===== src/rtl/pkg_6502_bus.sv =====
// Shared types and widths for the 6502 memory bus arbiter.
// Owner and state encodings are kept separate so the bus mux stays independent of FSM sequencing.
package pkg_6502_bus;

    localparam int ADDR_W = 16;
    localparam int DATA_W = 8;

    typedef enum logic [1:0] {
        OWN_CPU,
        OWN_DMA,
        OWN_DBG
    } bus_owner_e;

    typedef enum logic [1:0] {
        S_CPU,
        S_DMA,
        S_DBG
    } arb_state_e;

endpackage


===== src/rtl/bus_arbiter_6502.sv =====
// Arbitrates the shared 6502 memory bus between the CPU, a DMA engine and the debug port.
// The CPU is stalled via RDY only on read cycles; debug always wins over DMA.
//
// state | meaning
// S_CPU | CPU owns the bus; a pending request is taken on the next CPU read
// S_DMA | DMA owns the bus, counting granted cycles toward MAX_BURST
// S_DBG | debug port owns the bus; no limit, CPU frozen until dbg_req drops
module bus_arbiter_6502
    import pkg_6502_bus::*;
#(
    parameter int MAX_BURST = 16,
    parameter int CPU_GUARD = 1
) (
    input  logic              clk,
    input  logic              reset,
    input  logic [ADDR_W-1:0] cpu_addr,
    input  logic [DATA_W-1:0] cpu_dout,
    input  logic              cpu_rw,
    output logic              cpu_rdy,
    output logic [DATA_W-1:0] cpu_din,
    input  logic              dma_req,
    input  logic [ADDR_W-1:0] dma_addr,
    input  logic [DATA_W-1:0] dma_wdata,
    input  logic              dma_rw,
    output logic              dma_gnt,
    output logic [DATA_W-1:0] dma_rdata,
    input  logic              dbg_req,
    input  logic [ADDR_W-1:0] dbg_addr,
    input  logic [DATA_W-1:0] dbg_wdata,
    input  logic              dbg_rw,
    output logic              dbg_gnt,
    output logic [DATA_W-1:0] dbg_rdata,
    output logic [ADDR_W-1:0] mem_addr,
    output logic [DATA_W-1:0] mem_wdata,
    output logic              mem_we,
    input  logic [DATA_W-1:0] mem_rdata,
    output logic [15:0]       stall_cnt
);

    // burst may reach MAX_BURST when debug preempts the limiting DMA cycle
    localparam int BURST_W = (MAX_BURST < 2) ? 1 : $clog2(MAX_BURST + 1);
    localparam int GUARD_W = (CPU_GUARD < 2) ? 1 : $clog2(CPU_GUARD + 1);
    localparam logic [BURST_W-1:0] BURST_LAST = BURST_W'(MAX_BURST - 1);
    localparam logic [GUARD_W-1:0] GUARD_LOAD = GUARD_W'(CPU_GUARD);

    arb_state_e           state, state_next;
    bus_owner_e           owner;
    logic [BURST_W-1:0]   burst, burst_next;
    logic [GUARD_W-1:0]   guard, guard_next;
    logic                 owner_rw;
    logic                 owner_req;

    always_ff @(posedge clk or posedge reset) begin
        if (reset) begin
            state     <= S_CPU;
            burst     <= '0;
            guard     <= '0;
            cpu_rdy   <= 1'b1;
            stall_cnt <= '0;
        end else begin
            state   <= state_next;
            burst   <= burst_next;
            guard   <= guard_next;
            cpu_rdy <= (state_next == S_CPU);
            if (!cpu_rdy && stall_cnt != 16'hFFFF)
                stall_cnt <= stall_cnt + 16'd1;
        end
    end

    always_comb begin
        state_next = state;
        burst_next = burst;
        guard_next = guard;
        owner      = OWN_CPU;
        dma_gnt    = 1'b0;
        dbg_gnt    = 1'b0;

        case (state)
            S_CPU: begin
                owner = OWN_CPU;
                // writes are never stalled, so requests only take the bus on a read
                if (cpu_rw) begin
                    if (dbg_req || (dma_req && guard == '0))
                        state_next = dbg_req ? S_DBG : S_DMA;
                    else if (guard != '0)
                        guard_next = guard - GUARD_W'(1);
                end
            end
            S_DMA: begin
                owner   = OWN_DMA;
                dma_gnt = dma_req;
                if (dma_req) begin
                    burst_next = burst + BURST_W'(1);
                    if (burst == BURST_LAST)
                        guard_next = GUARD_LOAD;
                end
                if (dbg_req)
                    state_next = S_DBG;
                else if (!dma_req || burst == BURST_LAST)
                    state_next = S_CPU;
            end
            S_DBG: begin
                owner   = OWN_DBG;
                dbg_gnt = dbg_req;
                if (!dbg_req)
                    state_next = (dma_req && burst < BURST_LAST) ? S_DMA : S_CPU;
            end
            default: begin
                state_next = S_CPU;
            end
        endcase

        if (state_next == S_CPU && state != S_CPU)
            burst_next = '0;
    end

    always_comb begin
        mem_addr  = cpu_addr;
        mem_wdata = cpu_dout;
        owner_rw  = cpu_rw;
        owner_req = 1'b1;
        case (owner)
            OWN_DMA: begin
                mem_addr  = dma_addr;
                mem_wdata = dma_wdata;
                owner_rw  = dma_rw;
                owner_req = dma_req;
            end
            OWN_DBG: begin
                mem_addr  = dbg_addr;
                mem_wdata = dbg_wdata;
                owner_rw  = dbg_rw;
                owner_req = dbg_req;
            end
            default: begin
                mem_addr  = cpu_addr;
                mem_wdata = cpu_dout;
                owner_rw  = cpu_rw;
                owner_req = 1'b1;
            end
        endcase
    end

    // gated by reset so a write in flight when reset hits never lands
    assign mem_we    = !reset && !owner_rw && owner_req;
    assign cpu_din   = mem_rdata;
    assign dma_rdata = mem_rdata;
    assign dbg_rdata = mem_rdata;

endmodule


===== config.mk =====
export PLATFORM = sky130hd
export DESIGN_NAME = bus_arbiter_6502
export DESIGN_NICKNAME = d
export VERILOG_FILES = /design/src/rtl/pkg_6502_bus.sv /design/src/rtl/bus_arbiter_6502.sv
export SDC_FILE = /design/constraint.sdc
export NUM_CORES = 1
export LEC_CHECK = 0
export ABC_AREA = 1
export BUFFER_PORTS_ARGS = -buffer_cell sky130_fd_sc_hd__buf_2
export CAP_MARGIN = 10
export CORE_MARGIN = 5
export CORE_UTILIZATION = 35
export CTS_CLUSTER_SIZE = 20
export DETAILED_ROUTE_END_ITERATION = 8
export GPL_ROUTABILITY_DRIVEN = 0
export PLACE_DENSITY_LB_ADDON = 0.15
export REMOVE_ABC_BUFFERS = 1
export SLEW_MARGIN = 20
export SYNTH_ARGS = -nofsm -noshare
export SYNTH_HDL_FRONTEND = slang
export SYNTH_SLANG_ARGS = --single-unit

===== constraint.sdc =====
create_clock -name clk -period 2.84 [get_ports clk]
set_input_delay 0.284 -clock clk [delete_from_list [all_inputs] [get_ports clk]]
set_output_delay 0.284 -clock clk [all_outputs]
set_load 0.02 [all_outputs]

==> run summary, run 1 <==
- clk slew on worst S/H paths: 0.09 ns
- post-synthesis instance total: 325
- setup repair after global routing missed its margin: false
- final count of pins violating max slew: 0
- Power, Total: 2.89 mW
- slowest cell on the critical path: dfrtp_1
- total routing resource utilization after global routing: 0.167
- I/O pin cnt: 155
- Routed Antenna Nets: 0
- overall die width: 89.3 um
- portion of the post-synthesis area used by sequential elements: 0.285
- htree depth: 1
- number of flip-flops and latches in the synthesized netlist: 25
- insertion delay of the later-clocked pin in the worst-skew pair: 0.28 ns
- critical path peak fanout: 26
- antenna violations before repair: 0
- number of clock sinks: 25
- XOR/XNOR share of the synthesized area: 0.0637
- Synth Area in Simple Gates: 0.311
- total CTS buffers: 3
- portion of netlist area occupied by mux cells: 0.00512
- Worst Path Class, Setup: reg -> out
- number of rows created at floorplan: 28
- pin count of the biggest net entering global routing: 27
- number of endpoints failing setup at the final stage: 0
- required time reported for the critical path endpoint: 2.56 ns
- remaining design rule violation count: 0
- category of cells accounting for the largest share of critical-path delay: buffers and inverters
- area delta synth->final: 25.5%
- Die ar.: 0.00797 mm^2
- number of I/O port buffers: 122
- Total Routed Length: 6490 um
- shortest period the worst path allows: 2.42 ns
- DR iter-0 viols: 80
- wire length per cell: 13.1 um
- Pleak: 1.55 nW
- half-perimeter wire length after placement: 5360 um
- Vias/cell: 4.64
- max cap viols: 0
- class of the tightest hold or removal check: in -> async
- ant diodes: 0
- share of the synthesized area in compound gates (AO/OA/AOI/OAI): 0.132
- cell area after synthesis: 0.00220 mm^2
- largest incremental delay on the critical path: 0.46 ns
- Bufs on Longest Clock Path: 2
- Final Net Count: 516
- cells along the critical path: inv_1 -> ha_1 -> clkinvlp_4 -> a31oi_1 -> a211oi_1 -> buf_2
- height of the chip: 89.3 um
- first-pass GRT wire length: 10,400 um
- maximum clock skew at final layout: 0.00609 ns
- worst IR drop on VDD: 0.559 mV
- number of global-route vias before repair: 2,190
- total via count after detailed routing: 2,297
- status: completed
- placeable core region: 0.00603 mm^2
- Post-Route Setup TNS: 0 ns
- fraction of the mapped netlist area in adder cells: 0.0455
- root buffer cell: clkbuf_8
- TritonCTS clock tree: built
- data arrival time at the worst-slack endpoint: 2.13 ns
- largest family of logic cells by synthesized area: simple AND/OR/NAND/NOR gates
- hold violation total from the final report: 0
- total grt overflow: 0
- post-CTS repair timing setup buffer count: 0
- Worst setup SP type: flip-flop
- slew at the pin closest to its max-slew limit: 0.905 ns
- Starting Density: 0.365
- PwrDens: 1050 mW/mm^2
- fraction of final layout cells with drive strength greater than 1: 0.357
- final cycle utilization of the critical path: 0.851
- first-pass detailed-route iteration total: 4
- CP Capture Type: output pin
- warnings from Yosys: 0
- Yosys cell types: 28
- mean instance size in the synthesized netlist: 6.77 um^2
- count of buffer and inverter cells on the critical path: 3
- Max-Slew Margin vs Limit: 0.393
- maximum clock frequency: 0.414 GHz
## layer usage
layer,global-route usage,part of all wire,up-vias
li1,-,-,1197
met1,0.215,0.41,1000
met2,0.253,0.45,87
met3,0.0737,0.11,13
met4,0.0487,0.023,0
met5,0,0,-
## registers in the layout, summed over array words and instances, names as in the netlist
signal and count:
guard 1, state 2, burst 5, cpu_rdy 1, stall_cnt 16
## cell type report
class / instances / area (um^2)
fillers: 653 / 3260
flip-flops and latches: 25 / 627
clock buffers: 3 / 41.3
clock inverters: 1 / 5.00
multi-input cells: 232 / 1230
inverters: 33 / 128
repair buffers: 126 / 641
well taps: 75 / 93.8
## what timing repair did
item / CTS / global route
hold buffers: 0 / 0
gates resized for setup: 0 / 1
setup endpoints to repair: 0 / 2
## cells by family (layout without fill, tap and decap cells)
kind of cell,after synthesis,count (layout)
AO/OA/AOI/OAI,57,57
XOR/XNOR,16,16
buffers and inverters,68,163
flip-flops,25,25
multiplexers,1,1
adder cells (fa/ha/maj),8,8
AND/OR/NAND/NOR,150,150
## where the power goes
group	internal, mW	total [mW]	leakage, nW	switching (mW)
sequential	0.462	0.574	0.326	0.112
clock	0.0984	0.217	0.0255	0.118
combinational	0.716	2.10	1.20	1.38
## per-stage QoR
stage	instances	utilization	area (um^2)	setup slack, ns	hold slack (ns)
after global placement	491	0.450	2710	0.534	0.475
after global routing	495	0.458	2760	0.220	0.158
final	495	0.458	2760	0.423	0.0920
after detailed placement	491	0.450	2710	0.458	0.470
after floorplan	290	-	1980	0.176	0.311
after CTS	495	0.458	2760	0.144	0.269
## synth_stat cells
| cell | n | area, um^2 |
|---|---|---|
| nand2_1 | 77 | 289 |
| a21oi_1 | 52 | 260 |
| nor2_1 | 38 | 143 |
| inv_1 | 30 | 113 |
| buf_4 | 24 | 180 |
| dfrtp_1 | 24 | 601 |
| nand3_1 | 12 | 60.1 |
| xor2_1 | 11 | 96.3 |
| clkbuf_1 | 9 | 33.8 |
| ha_1 | 8 | 100 |
| nand2_4 | 5 | 56.3 |
| nor3_1 | 5 | 25.0 |
| xnor2_1 | 5 | 43.8 |
| nand2_2 | 3 | 18.8 |
| nand3_2 | 3 | 30.0 |
| buf_2 | 2 | 10.0 |
| clkinv_1 | 2 | 7.51 |
| nand4_1 | 2 | 12.5 |
| nor2_2 | 2 | 12.5 |
| nor3_2 | 2 | 20.0 |
| o21ai_0 | 2 | 10.0 |
| a211oi_1 | 1 | 7.51 |
| a31oi_1 | 1 | 6.26 |
| dfstp_2 | 1 | 26.3 |
| inv_2 | 1 | 3.75 |
| mux2_2 | 1 | 11.3 |
| nand3_4 | 1 | 17.5 |
| o22ai_1 | 1 | 6.26 |
## cell usage in the layout (no fill, tap or decap), types with 3 or more instances in the layout
| master | synthesis | final |
|---|---|---|
| buf_2 | 2 | 122 |
| xor2_1 | 11 | 11 |
| inv_1 | 30 | 29 |
| nor3_1 | 5 | 5 |
| buf_4 | 24 | 4 |
| nand2_4 | 5 | 5 |
| clkbuf_8 | 0 | 3 |
| a21oi_1 | 52 | 52 |
| nand2_1 | 77 | 77 |
| nand2_2 | 3 | 3 |
| nor2_1 | 38 | 38 |
| nand3_2 | 3 | 3 |
| xnor2_1 | 5 | 5 |
| nand3_1 | 12 | 12 |
| dfrtp_1 | 24 | 24 |
| ha_1 | 8 | 8 |
## path summary, 6_finish.rpt
path                                     from       endpoint  slack (ns)  depth (start not counted)
worst max-delay path                 state[1]         mem_we        0.42                          6
worst min-delay path                    reset  stall_cnt[12]        0.09                          2
worst max register to register       burst[0]       burst[1]        0.86                         15
worst min register to register  stall_cnt[11]  stall_cnt[11]        0.49                          1
max in group asynchronous               reset       burst[4]        2.33                          2
min in group clk                stall_cnt[11]  stall_cnt[11]        0.49                          1
(Power assumes the default switching activity.)
==> inputs of run 2 (changes only) <==
- ABC_AREA: 1 -> unset
- SKIP_LAST_GASP: unset -> 1
==> run summary, run 2 <==
- class of the tightest hold or removal check: in -> async
- maximum clock frequency: 0.406 GHz, -1.9%
- number of endpoints failing setup at the final stage: 0, unchanged
- TritonCTS clock tree: built
- critical path peak fanout: 13, -50%
- Max-Slew Margin vs Limit: 0.404, +0.0111
- final cycle utilization of the critical path: 0.867, +0.0165
- remaining design rule violation count: 0, unchanged
- total grt overflow: 0, unchanged
- antenna violations before repair: 0, unchanged
- Bufs on Longest Clock Path: 2, unchanged
- register with the highest flop count: stall_cnt
- number of clock sinks: 25, unchanged
- max cap viols: 0, unchanged
- first-pass GRT wire length: 9510 um, -8.9%
- hold buffer count at cts: 0, unchanged
- hold violation total from the final report: 0, unchanged
- registers with the most flip-flops: stall_cnt x16, burst x5, state x2
- leading cell type by number of instances after synthesis: nor2_1
- first-pass detailed-route iteration total: 4, unchanged
- status: completed
- post-CTS repair timing setup buffer count: 0, unchanged
- top-area cell type share of the netlist area: 0.291, +0.0180
- portion of the post-synthesis area used by sequential elements: 0.304, +0.0188
- Post-Route Setup TNS: 0 ns, unchanged
- data arrival time at the worst-slack endpoint: 2.18 ns, +0.05 ns
- wire length per cell: 14.6 um, +11%
- height of the chip: 86.8 um, -2.8%
- Routed Antenna Nets: 0, unchanged
- number of flip-flops in the largest register: 16, unchanged
- Final Net Count: 435, -16%
- commonest non-fill, non-tap cell in the layout: buf_2
- number of I/O port buffers: 122, unchanged
- warnings from Yosys: 0, unchanged
- count of buffer and inverter cells on the critical path: 2, -1
- Fillers: 607, -7.0%
- fraction of final layout cells with drive strength greater than 1: 0.410, +0.0529
- insertion delay of the later-clocked pin in the worst-skew pair: 0.27 ns, about the same
- quantity of gates resized following cts: 0, unchanged
- Worst setup SP type: flip-flop
- CP Capture Type: output pin
- Yosys cell types: 46, +64%
- PwrDens: 1040 mW/mm^2, -0.47%
- mean instance size in the synthesized netlist: 8.43 um^2, +24%
- Worst Path Class, Setup: reg -> out
- area delta synth->final: 26.3%
- required time reported for the critical path endpoint: 2.56 ns, about the same
- slowest cell on the critical path: dfrtp_1
- DR iter-0 viols: 113, +41%
- proportion of synthesized flip-flops having asynchronous set or reset: 1.00, unchanged
- I/O pin cnt: 155, unchanged
- Vias/cell: 5.03, +8.3%
- number of rows created at floorplan: 28, unchanged
- cell area after synthesis: 0.00206 mm^2, -6.2%
- half-perimeter wire length after placement: 4810 um, -10%
- post-synthesis instance total: 245, -25%
- final count of pins violating max slew: 0, unchanged
- number of global-route vias before repair: 2,075, -5.3%
- worst IR drop on VDD: 0.578 mV, +3.4%
- leading cell types by total area after synthesis: dfrtp_1 (29%), a22oi_1 (8.7%), buf_4 (8.7%)
- Starting Density: 0.355, -0.0102
- flip-flop cell with the highest count after synthesis: dfrtp_1
- root buffer cell: clkbuf_8
- Die ar.: 0.00753 mm^2, -5.5%
- placeable core region: 0.00582 mm^2, -3.5%
- cell type contributing the most total cell area after synthesis: dfrtp_1
- slew at the pin closest to its max-slew limit: 0.888 ns, -0.0166 ns
- hold_ws: 0.0952 ns, +0.00320 ns
- total via count after detailed routing: 2,081, -9.4%
- category of cells accounting for the largest share of critical-path delay: compound AO/OA/AOI/OAI gates
- total routing resource utilization after global routing: 0.153, -0.0133
- maximum clock skew at final layout: 0.00885 ns, +0.00276 ns
- clk slew on worst S/H paths: 0.09 ns, about the same
- setup repair after global routing missed its margin: false
- number of flip-flops and latches in the synthesized netlist: 25, unchanged
- Pleak: 1.33 nW, -14%
- synth cell count leaders: nor2_1 (34), a21oi_1 (29), a22oi_1 (24), buf_4 (24), dfrtp_1 (24)
- Total Routed Length: 6040 um, -7.0%
- pin count of the biggest net entering global routing: 51, +89%
- number of flops mapped to enable cells by yosys: 0, unchanged
- ant diodes: 0, unchanged
- largest incremental delay on the critical path: 0.49 ns, +0.03 ns
- shortest period the worst path allows: 2.46 ns, +0.0468 ns
- total CTS buffers: 3, unchanged
- overall die width: 86.8 um, -2.8%
- highest-count cells in the layout ignoring fill and taps: buf_2 (122), nor2_1 (34), a21oi_1 (29)
- cells along the critical path: inv_1 -> ha_1 -> a21oi_1 -> a211oi_1 -> a21oi_1 -> a211oi_1 -> buf_2
- htree depth: 1, unchanged
==> run 2: area by class of cell <==
cell class / count / area, um^2 / area share
Timing Repair Buffer: 126 / 641 / 0.246
Tap cell: 75 / 93.8 / 0.0360
Sequential cell: 25 / 627 / 0.240
Clock buffer: 3 / 41.3 / 0.0158
Clock inverter: 1 / 7.51 / 0.00288
Inverter: 8 / 30.0 / 0.0115
Multi-Input combinational cell: 176 / 1170 / 0.448
==> run 2: cells by family (layout without fill, tap and decap cells) <==
family	count (synthesis)	in the layout	synth area share
AND/OR/NAND/NOR	79	79	0.196
AO/OA/AOI/OAI	71	71	0.239
buffers and inverters	44	138	0.131
flip-flops	25	25	0.304
XOR/XNOR	15	15	0.0636
adder cells (fa/ha/maj)	8	8	0.0485
multiplexers	3	3	0.0176
==> run 2: path summary, 6_finish.rpt <==
kind / end / startpoint / slack [ns] / cells past startpoint
setup / recovery: mem_we / state[1] / 0.38 / 7
hold / removal: stall_cnt[14] / reset / 0.1 / 2
setup reg to reg: burst[4] / state[1] / 0.49 / 7
hold reg to reg: stall_cnt[15] / stall_cnt[15] / 0.51 / 1
max in group asynchronous: state[0] / reset / 2.33 / 2
min in group clk: guard / dbg_req / 0.38 / 3
==> run 2: where the power goes <==
| part | total, mW | switching [mW] | leakage (nW) | internal [mW] |
|---|---|---|---|---|
| Clock | 0.213 | 0.114 | 0.0217 | 0.0994 |
| Sequential | 0.558 | 0.106 | 0.328 | 0.452 |
| Combinational | 1.94 | 1.24 | 0.981 | 0.703 |
==> run 2: layer usage <==
layer	wire (um)	vias up	share of wire	GRT usage
li1	-	1035	-	-
met4	48	0	0.0080	0.0439
met3	768	4	0.13	0.0542
met2	2830	116	0.47	0.264
met1	2390	926	0.40	0.178
met5	0	-	0	0.00699
==> run 2: worst register-to-register path, cell delays in order (launching register included) <==
cell and delay, ns:
dfrtp_1 0.52, inv_1 0.14, ha_1 0.28, and2_1 0.22
o21ai_0 0.23, a21oi_1 0.14, a211oi_4 0.38, mux2_4 0.33
==> run 2: metrics by stage <==
stage / std cells / power, mW / instance area [um^2] / utilization / setup WS (ns)
2_1_floorplan: 209 / 1.89 / 1820 / - / 0.271
3_3_place_gp: 410 / 2.52 / 2560 / 0.440 / 0.528
3_5_place_dp: 410 / 2.53 / 2560 / 0.440 / 0.483
4_1_cts: 414 / 2.76 / 2610 / 0.448 / 0.346
5_1_grt: 414 / 2.95 / 2610 / 0.448 / 0.0725
6_report: 414 / 2.71 / 2610 / 0.448 / 0.376
==> inputs of run 3 (changes only) <==
- CORE_ASPECT_RATIO: unset -> 1.5
- CORE_MARGIN: 5 -> 2
==> run summary, run 3 (synthesis gave the netlist of run 2 again) <==
- root buffer cell: clkbuf_8
- total grt overflow: 0, unchanged
- hold buffer count at cts: 0, unchanged
- status: completed
- slew at the pin closest to its max-slew limit: 0.929 ns, +0.0414 ns
- ant diodes: 0, unchanged
- maximum clock frequency: 0.416 GHz, +2.5%
- class of the tightest hold or removal check: in -> async
- first-pass detailed-route iteration total: 4, unchanged
- commonest non-fill, non-tap cell in the layout: buf_2
- total CTS buffers: 3, unchanged
- first-pass GRT wire length: 8660 um, -8.9%
- Worst Reg-to-Reg Cells: 7, unchanged
- insertion delay of the later-clocked pin in the worst-skew pair: 0.26 ns, about the same
- antenna violations before repair: 0, unchanged
- total via count after detailed routing: 2,074, -0.34%
- post-CTS repair timing setup buffer count: 0, unchanged
- number of global-route vias before repair: 1,943, -6.4%
- registers with the most flip-flops: stall_cnt x16, burst x5, state x2
- slowest cell on the critical path: dfrtp_1
- cells along the critical path: inv_1 -> ha_1 -> buf_4 -> nor2b_1 -> a211oi_1 -> buf_2
- I/O pin cnt: 155, unchanged
- largest incremental delay on the critical path: 0.53 ns, +0.04 ns
- data arrival time at the worst-slack endpoint: 2.12 ns, -0.06 ns
- Total Routed Length: 5750 um, -4.8%
- wire length per cell: 14.0 um, -3.8%
- number of rows created at floorplan: 34, +21%
- number of endpoints failing setup at the final stage: 0, unchanged
- Die ar.: 0.00654 mm^2, -13%
- highest-count cells in the layout ignoring fill and taps: buf_2 (122), nor2_1 (34), a21oi_1 (29)
- placeable core region: 0.00574 mm^2, -1.2%
- remaining design rule violation count: 0, unchanged
- Worst Path Class, Setup: reg -> out
- reg2reg start: state[1]
- clk slew on worst S/H paths: 0.09 ns, about the same
- R2R Setup Slk: 0.46 ns, -0.03 ns
- critical path peak fanout: 50, +37
- core utilization of the finished layout: 0.452, +0.00371
- final cycle utilization of the critical path: 0.846, -0.0213
- maximum clock skew at final layout: 0.00525 ns, -0.00360 ns
- min setup slack post-route: 0.437 ns, +0.0606 ns
- Routed Antenna Nets: 0, unchanged
- Worst setup SP type: flip-flop
- total routing resource utilization after global routing: 0.164, +0.0110
- final design instance area without fill: 0.00260 mm^2, -0.43%
- overall die width: 66.7 um, -23%
- PwrDens: 1030 mW/mm^2, -0.79%
- htree depth: 1, unchanged
- max cap viols: 0, unchanged
- Post-Route Setup TNS: 0 ns, unchanged
- setup repair after global routing missed its margin: false
- Vias/cell: 5.06, +0.64%
- register with the highest flop count: stall_cnt
- Bufs on Longest Clock Path: 2, unchanged
- shortest period the worst path allows: 2.40 ns, -0.0606 ns
- Power, Total: 2.68 mW, -1.2%
- number of flip-flops in the largest register: 16, unchanged
- Starting Density: 0.359, +0.00449
- required time reported for the critical path endpoint: 2.56 ns, about the same
- Fillers: 591, -2.6%
- TritonCTS clock tree: built
- Max-Slew Margin vs Limit: 0.380, -0.0246
- Pleak: 1.33 nW, -0.10%
- hold violation total from the final report: 0, unchanged
- critical register-to-register path endpoint: burst[4]
- launching element of the worst setup path: state[1]
- fraction of final layout cells with drive strength greater than 1: 0.408, -0.00175
- Final Net Count: 434, -0.23%
- number of I/O port buffers: 122, unchanged
- number of clock sinks: 25, unchanged
- area post-placement: 0.00255 mm^2, -0.44%
- DR iter-0 viols: 63, -44%
- quantity of gates resized following cts: 0, unchanged
- half-perimeter wire length after placement: 4590 um, -4.7%
- final count of pins violating max slew: 0, unchanged
- dpl ws: 0.490 ns, +0.00678 ns
- area delta synth->final: 25.8%
- CP Capture Type: output pin
- pin count of the biggest net entering global routing: 51, unchanged
- worst IR drop on VDD: 0.493 mV, -15%
- height of the chip: 98.1 um, +13%
run 3: cell types whose count changed in the layout (fill, tap and decap cells not counted):
| cell | change |
|---|---|
| clkinv_1 | -1 |
| inv_1 | +1 |
| buf_4 | -1 |
run 3: worst max-delay path by stage:
stage / cells after the start / end
floorplan: 6 / mem_we
global placement: 8 / burst[4]
detailed placement: 8 / burst[4]
CTS: 6 / mem_we
global route: 7 / mem_we
finish: 6 / mem_we
run 3: worst max-delay path, delay by kind of cell, from the launching register on:
family	cells	cell delay, ns
adders and majority gates	1	0.29
and+or+nand+nor	1	0.09
AOI/OAI and AO/OA	1	0.21
buffers and inverters	3	0.72
DFF	1	0.53
run 3: cell type report:
cell class,count,area (um^2),share of cell area
multi-input combinational,176,1170,0.450
clock buffer,3,41.3,0.0159
tap,72,90.1,0.0347
timing repair buffer,125,633,0.244
sequential,25,627,0.241
inverter,8,30.0,0.0116
clock inverter,1,7.51,0.00289
run 3: power by group:
group          switching (mW)  internal, mW  total [mW]
combinational            1.22         0.695        1.92
clock                   0.107        0.0991       0.206
sequential              0.106         0.453       0.559
total                    1.44          1.25        2.68
run 3: layer usage:
| metal | share of wire | GRT usage |
|---|---|---|
| met2 | 0.50 | 0.306 |
| met5 | 0 | 0.0250 |
| met4 | 0.015 | 0.0487 |
| met1 | 0.36 | 0.161 |
| met3 | 0.13 | 0.0622 |
run 3: per-stage QoR:
| step | hold WS [ns] | std cells |
|---|---|---|
| final | 0.227 | 410 |
| after global placement | 0.488 | 406 |
| after global routing | 0.327 | 410 |
| after detailed placement | 0.490 | 406 |
| after floorplan | 0.311 | 209 |
| after CTS | 0.256 | 410 |
